**config.mk**
```make
export PLATFORM = sky130hd
export DESIGN_NAME = axis_log_decoder
export DESIGN_NICKNAME = d
export VERILOG_FILES = /design/src/rtl/axis_log_decoder.sv
export SDC_FILE = /design/constraint.sdc
export NUM_CORES = 1
export LEC_CHECK = 0
export BUFFER_PORTS_ARGS = -buffer_cell sky130_fd_sc_hd__buf_2
export CORE_MARGIN = 8
export CORE_UTILIZATION = 35
export CTS_CLUSTER_SIZE = 20
export DETAILED_ROUTE_END_ITERATION = 12
export GPL_ROUTABILITY_DRIVEN = 0
export GPL_TIMING_DRIVEN = 0
export HOLD_SLACK_MARGIN = 0.02
export PLACE_DENSITY = 0.66
export SLEW_MARGIN = 25
export SYNTH_ARGS = -nofsm -noshare
export SYNTH_HDL_FRONTEND = slang
export SYNTH_SLANG_ARGS = --single-unit
```
**constraint.sdc**
```tcl
create_clock -name clock -period 4 [get_ports clock]
set_clock_uncertainty 0.05 [all_clocks]
set_input_delay 0.2 -clock clock [delete_from_list [all_inputs] [get_ports clock]]
set_output_delay 0.2 -clock clock [all_outputs]
set_load 0.02 [all_outputs]
```
**src/rtl/axis_log_decoder.sv**
```systemverilog
// Byte-wide AXI-Stream receiver for change-detection telemetry records.
// Reassembles little-endian records, computes the change delta and checks packet framing.
module axis_log_decoder #(
  parameter int FIFO_WIDTH  = 32,
  parameter int SIG_WIDTH   = 16,
  parameter int PACKET_SIZE = 8
) (
  input  logic                            clock,
  input  logic                            reset_n,
  input  logic                            s_tvalid,
  output logic                            s_tready,
  input  logic                            s_tlast,
  input  logic                            s_tkeep,
  input  logic [7:0]                      s_tdata,
  output logic                            m_tvalid,
  input  logic                            m_tready,
  output logic                            m_tlast,
  output logic [SIG_WIDTH-1:0]            m_change,
  output logic [FIFO_WIDTH-SIG_WIDTH-1:0] m_ignore,
  output logic [SIG_WIDTH-1:0]            m_delta,
  output logic                            err_o,
  output logic [7:0]                      err_count_o
);

  localparam int KEEP_WIDTH = FIFO_WIDTH / 8;
  localparam int IW         = $clog2(KEEP_WIDTH);
  localparam int RW         = $clog2(PACKET_SIZE);
  localparam logic [IW-1:0] IDX_LAST  = IW'(KEEP_WIDTH - 1);
  localparam logic [RW-1:0] RCNT_LAST = RW'(PACKET_SIZE - 1);

  logic [IW-1:0]           idx;
  logic [RW-1:0]           rcnt;
  logic [SIG_WIDTH-1:0]    prev;
  logic [FIFO_WIDTH-9:0]   asm_q;
  logic [FIFO_WIDTH-1:0]   record;
  logic                    last_byte, kept, complete, misalign, short_err, long_err, err_now;

  assign last_byte = (idx == IDX_LAST);
  assign s_tready  = reset_n && !(m_tvalid && !m_tready && last_byte);
  assign kept      = s_tvalid && s_tready && s_tkeep;
  assign complete  = kept && last_byte;
  assign misalign  = kept && s_tlast && !last_byte;
  assign short_err = complete && s_tlast && (rcnt != RCNT_LAST);
  assign long_err  = complete && !s_tlast && (rcnt == RCNT_LAST);
  assign err_now   = short_err || long_err || misalign;

  // Bytes shift in from the top, so after KEEP_WIDTH-1 kept bytes asm_q holds them
  // LSB-first with no index decode; stale bytes from a discarded record shift out.
  assign record = {s_tdata, asm_q};

  always_ff @(posedge clock) begin
    if (!reset_n) begin
      idx         <= '0;
      rcnt        <= '0;
      prev        <= '1;
      asm_q       <= '0;
      m_tvalid    <= 1'b0;
      m_tlast     <= 1'b0;
      m_change    <= '0;
      m_ignore    <= '0;
      m_delta     <= '0;
      err_o       <= 1'b0;
      err_count_o <= '0;
    end else begin
      if (m_tready)
        m_tvalid <= 1'b0;
      if (complete) begin
        m_tvalid <= 1'b1;
        m_tlast  <= s_tlast;
        m_change <= record[SIG_WIDTH-1:0];
        m_ignore <= record[FIFO_WIDTH-1:SIG_WIDTH];
        m_delta  <= record[SIG_WIDTH-1:0] ^ prev;
        prev     <= record[SIG_WIDTH-1:0];
      end

      err_o <= err_now;
      if (err_now && (err_count_o != 8'hFF))
        err_count_o <= err_count_o + 8'd1;

      if (kept) begin
        if (last_byte) begin
          idx  <= '0;
          rcnt <= s_tlast ? '0 : rcnt + 1'b1;
        end else if (s_tlast) begin
          idx  <= '0;
          rcnt <= '0;
        end else begin
          idx   <= idx + 1'b1;
          asm_q <= record[FIFO_WIDTH-1:8];
        end
      end
    end
  end

endmodule
```
==> impl_metrics.csv <==
group,metric,value,unit
run_status,outcome,"complete, no violations",
logic_synthesis,number_of_warnings_reported_in_the_yosys_synthesis_log,0,
setup_path,worst_setup_path_end_kind,"flop",
global_routing,gr-usage-met1,17.3,%
cts,post_cts_sizing_count,0,
timing,grt_setup_unrepaired,"false",
route,route.final.wire_length,9830,um
finish,filler_cell_count,1126,
timing,final_period_utilization,49.5,%
global_routing,antenna_found_initial,0,
logic_synthesis,synth_area,3830,sq um
setup_path,worstPathRequired,4.22,ns
setup_path,critPathLaunch,"idx[0]",
logic_synthesis,syn-mean-instance-area,8.47,sq um
logic_synthesis,synth_sequential_area_ratio,54.4,%
run,max-cap-violations,0,
global_routing,via_count_of_the_first_global_routing_pass,3239,
finish,drive_gt1_share,19.7,%
floorplan,die_h,121,um
setup_path,rr_startpoint,"idx[0]",
cts,cts.sink_count,104,
finish,diodes,0,
timing,tightestPinTransition,0.548,ns
finish,area_taken_by_multi_input_logic_gates,1600,sq um
timing,worst_slew_margin_rel,63.5,%
worst_hold_path,hold_path.class,"input pin to flop",
setup_path,cpMaxStageDelayCell,"sky130_fd_sc_hd__dfxtp_1",
place,detailed_place.area,4370,sq um
setup_path,most_frequent_cp_cell,"sky130_fd_sc_hd__buf_2",
route,postRouteAntennaNets,0,
power,cell_leakage_power,1.80,nW
cts,clkLatencyLatePin,0.36,ns
floorplan,floorplan.die_area,14500,sq um
place,numPortBuffers,73,
route,drt-wirelength-per-cell,14.3,um
floorplan,rows,38,
finish,fin_util,43.1,%
cts,cts.root.buffer_cell,"sky130_fd_sc_hd__clkbuf_8",
route,drt_iter0_drc,243,
cts,cts_htree_levels,3,
route,via_per_inst,4.80,
timing,hold_violations,0,
finish,seq_area,2080,sq um
setup_path,worst_ep_arrival_time,2.20,ns
worst_hold_path,hold_start,"s_tdata[0]",
timing,max_freq,0.505,GHz
cts,numCtsBuffers,9,
floorplan,initial_core_util,35.6,%
route,via_count,3297,
cts,max-clock-path-buffers,2,
global_routing,busiest_layer,"met2",
setup_path,crit_path_cell_trace,"ha_1, buf_2, nand3b_1, and3_1, buf_2, buf_4, buf_2, a211oi_1",
cts,tritoncts,"built",
finish,areaGrowthSynthToFinish,21.0,%
place,worst_setup_slack_post_dpl,2.01,ns
timing,final-setup-viol-count,0,
route,drt_drc_violations_left,0,
finish,final_area,4630,sq um
global_routing,grt_start_max_net_pins,18,
route,detailedRoute.firstPassIterationCount,4,
power,total_power,1.77,mW
power,pwr_density_cell,382,nW/um^2
finish,num-nets-final,560,
power,max-vdd-ir-drop,0.172,mV
global_routing,all_layer_gr_usage,13.6,%
setup_path,timing.critical_path.from_type,"flop",
setup_path,cp_max_fo,10,
global_routing,grtUsageMet3,2.70,%
place,cell_count_after_placement,665,
timing,tns,0,ns
logic_synthesis,post_synth_inst_count,452,
logic_synthesis,synth.lib_cells_used.distinct,35,
floorplan,x_dimension_of_the_die,121,um
logic_synthesis,synth.ff_latch_count,104,
timing,timing.final.max_slew_violations,0,
finish,layoutNonFillerInstCount,687,
global_routing,globalRoute.totalOverflow,0,
cts,clkTransAtPathRegs,0.10,ns
timing,finalHoldWorstSlack,0.0315,ns
timing,layout_setup_ws,2.02,ns
floorplan,num_io_pins,74,
setup_path,critical-path-max-stage-delay,0.38,ns
logic_synthesis,synth.net_count,470,
setup_path,setup.worst_path.class,"flop to flop",
timing,finalWorstPathRequiredPeriod,1.98,ns
place,dp_hpwl,7420,um
global_routing,grt.met2_usage,22.9,%
global_routing,grt_pass1_wl,16200,um
floorplan,fp.coreArea,10700,sq um
-- per-layer routing --
metal,share of wire (%),vias up
met5,0,-
met4,0.84,0
met3,4.4,6
met2,47,59
met1,48,1533
li1,-,1699
-- critical path: cells and delay by family, from the launching register on --
kind	cells	cell delay [ns]
AO/OA/AOI/OAI	1	0.22
adder cells (fa/ha/maj)	1	0.15
buffers and inverters	4	0.68
flip-flops	1	0.38
AND/OR/NAND/NOR	2	0.42
-- final timing paths --
kind | endpoint | slack (ns) | depth (start not counted)
setup / recovery | m_delta[13] | 2.02 | 8
hold / removal | asm_q[16] | 0.03 | 3
setup reg to reg | m_delta[13] | 2.02 | 8
hold reg to reg | m_ignore[14] | 0.41 | 2
-- kinds of logic (layout without fill, tap and decap cells) --
family / Yosys count / count (layout) / synth area share (%)
xor gates and xnor gates: 16 / 16 / 3.66
and+or+nand+nor: 181 / 181 / 19.8
adders and majority gates: 4 / 4 / 1.31
buffers and inverters: 33 / 128 / 3.82
muxes: 3 / 3 / 0.784
DFF: 104 / 104 / 54.4
AOI/OAI and AO/OA: 111 / 111 / 16.3
-- flip-flops by register name (all words and copies together), names as in the netlist --
signal,cells
asm_q,24
m_change,16
m_delta,16
m_ignore,16
prev,16
err_count_o,8
rcnt,3
idx,2
err_o,1
m_tlast,1
m_tvalid,1
-- cells in the final DEF, fill, tap and decap left out, types with 2 or more instances in the layout --
master                          instances
sky130_fd_sc_hd__a211oi_1              16
sky130_fd_sc_hd__a21oi_1               57
sky130_fd_sc_hd__and3_1                 4
sky130_fd_sc_hd__buf_2                 85
sky130_fd_sc_hd__buf_4                  2
sky130_fd_sc_hd__clkbuf_1              16
sky130_fd_sc_hd__clkbuf_8              10
sky130_fd_sc_hd__clkinv_2               2
sky130_fd_sc_hd__dfxtp_1              104
sky130_fd_sc_hd__dlygate4sd3_1          6
sky130_fd_sc_hd__ha_1                   4
sky130_fd_sc_hd__inv_6                  2
sky130_fd_sc_hd__mux2i_1                3
sky130_fd_sc_hd__nand2_1              137
sky130_fd_sc_hd__nand3_1                5
sky130_fd_sc_hd__nand3b_1               2
sky130_fd_sc_hd__nor2_1                20
sky130_fd_sc_hd__o21ai_0               30
sky130_fd_sc_hd__o31ai_1                3
sky130_fd_sc_hd__or3_1                  3
sky130_fd_sc_hd__xnor2_1               16
-- synth_stat cells --
library cell / number / area [sq um]
sky130_fd_sc_hd__o211ai_1: 1 / 7.51
sky130_fd_sc_hd__or3_1: 3 / 18.8
sky130_fd_sc_hd__a21oi_1: 57 / 285
sky130_fd_sc_hd__nand3b_1: 2 / 15.0
sky130_fd_sc_hd__nor2b_1: 1 / 6.26
sky130_fd_sc_hd__inv_2: 1 / 3.75
sky130_fd_sc_hd__nand2b_1: 1 / 6.26
sky130_fd_sc_hd__a21boi_1: 1 / 7.51
sky130_fd_sc_hd__buf_2: 12 / 60.1
sky130_fd_sc_hd__ha_1: 4 / 50.1
sky130_fd_sc_hd__buf_1: 1 / 3.75
sky130_fd_sc_hd__nand4_1: 1 / 6.26
sky130_fd_sc_hd__nand3_1: 5 / 25.0
sky130_fd_sc_hd__and3b_1: 1 / 8.76
sky130_fd_sc_hd__a32o_1: 1 / 10.0
sky130_fd_sc_hd__nor3_1: 1 / 5.00
sky130_fd_sc_hd__xnor2_1: 16 / 140
sky130_fd_sc_hd__buf_4: 2 / 15.0
sky130_fd_sc_hd__a211oi_1: 16 / 120
sky130_fd_sc_hd__nor3b_2: 1 / 12.5
sky130_fd_sc_hd__nand2_1: 137 / 514
sky130_fd_sc_hd__nor2_1: 20 / 75.1
sky130_fd_sc_hd__o211ai_2: 1 / 12.5
sky130_fd_sc_hd__or4b_1: 1 / 10.0
sky130_fd_sc_hd__or2_2: 1 / 6.26
sky130_fd_sc_hd__o31ai_1: 3 / 22.5
sky130_fd_sc_hd__nor4b_2: 1 / 15.0
sky130_fd_sc_hd__or4_1: 1 / 7.51
sky130_fd_sc_hd__inv_1: 1 / 3.75
sky130_fd_sc_hd__o41ai_1: 1 / 8.76
sky130_fd_sc_hd__o21ai_0: 30 / 150
sky130_fd_sc_hd__mux2i_1: 3 / 30.0
sky130_fd_sc_hd__and3_1: 4 / 25.0
sky130_fd_sc_hd__dfxtp_1: 104 / 2080
sky130_fd_sc_hd__clkbuf_1: 16 / 60.1
-- where the power goes --
part | total, mW | internal [mW] | switching (mW)
clock network | 0.673 | 0.310 | 0.363
logic | 0.0539 | 0.0181 | 0.0358
registers | 1.05 | 1.04 | 0.00510
-- what timing repair did --
item,4_1_cts,5_1_grt
setup buffers,0,0
endpoints found under the hold margin,6,0
hold buffers,6,0
-- cell type report --
type                            instances  area share, %
Sequential cell                       104           44.9
Multi-Input combinational cell        315           34.6
Timing Repair Buffer                   79           9.18
Tap cell                              140           3.78
Buffer                                 31           3.00
Clock buffer                           10           2.97
Clock inverter                          6           1.43
Inverter                                2          0.162
(Power assumes the default switching activity.)
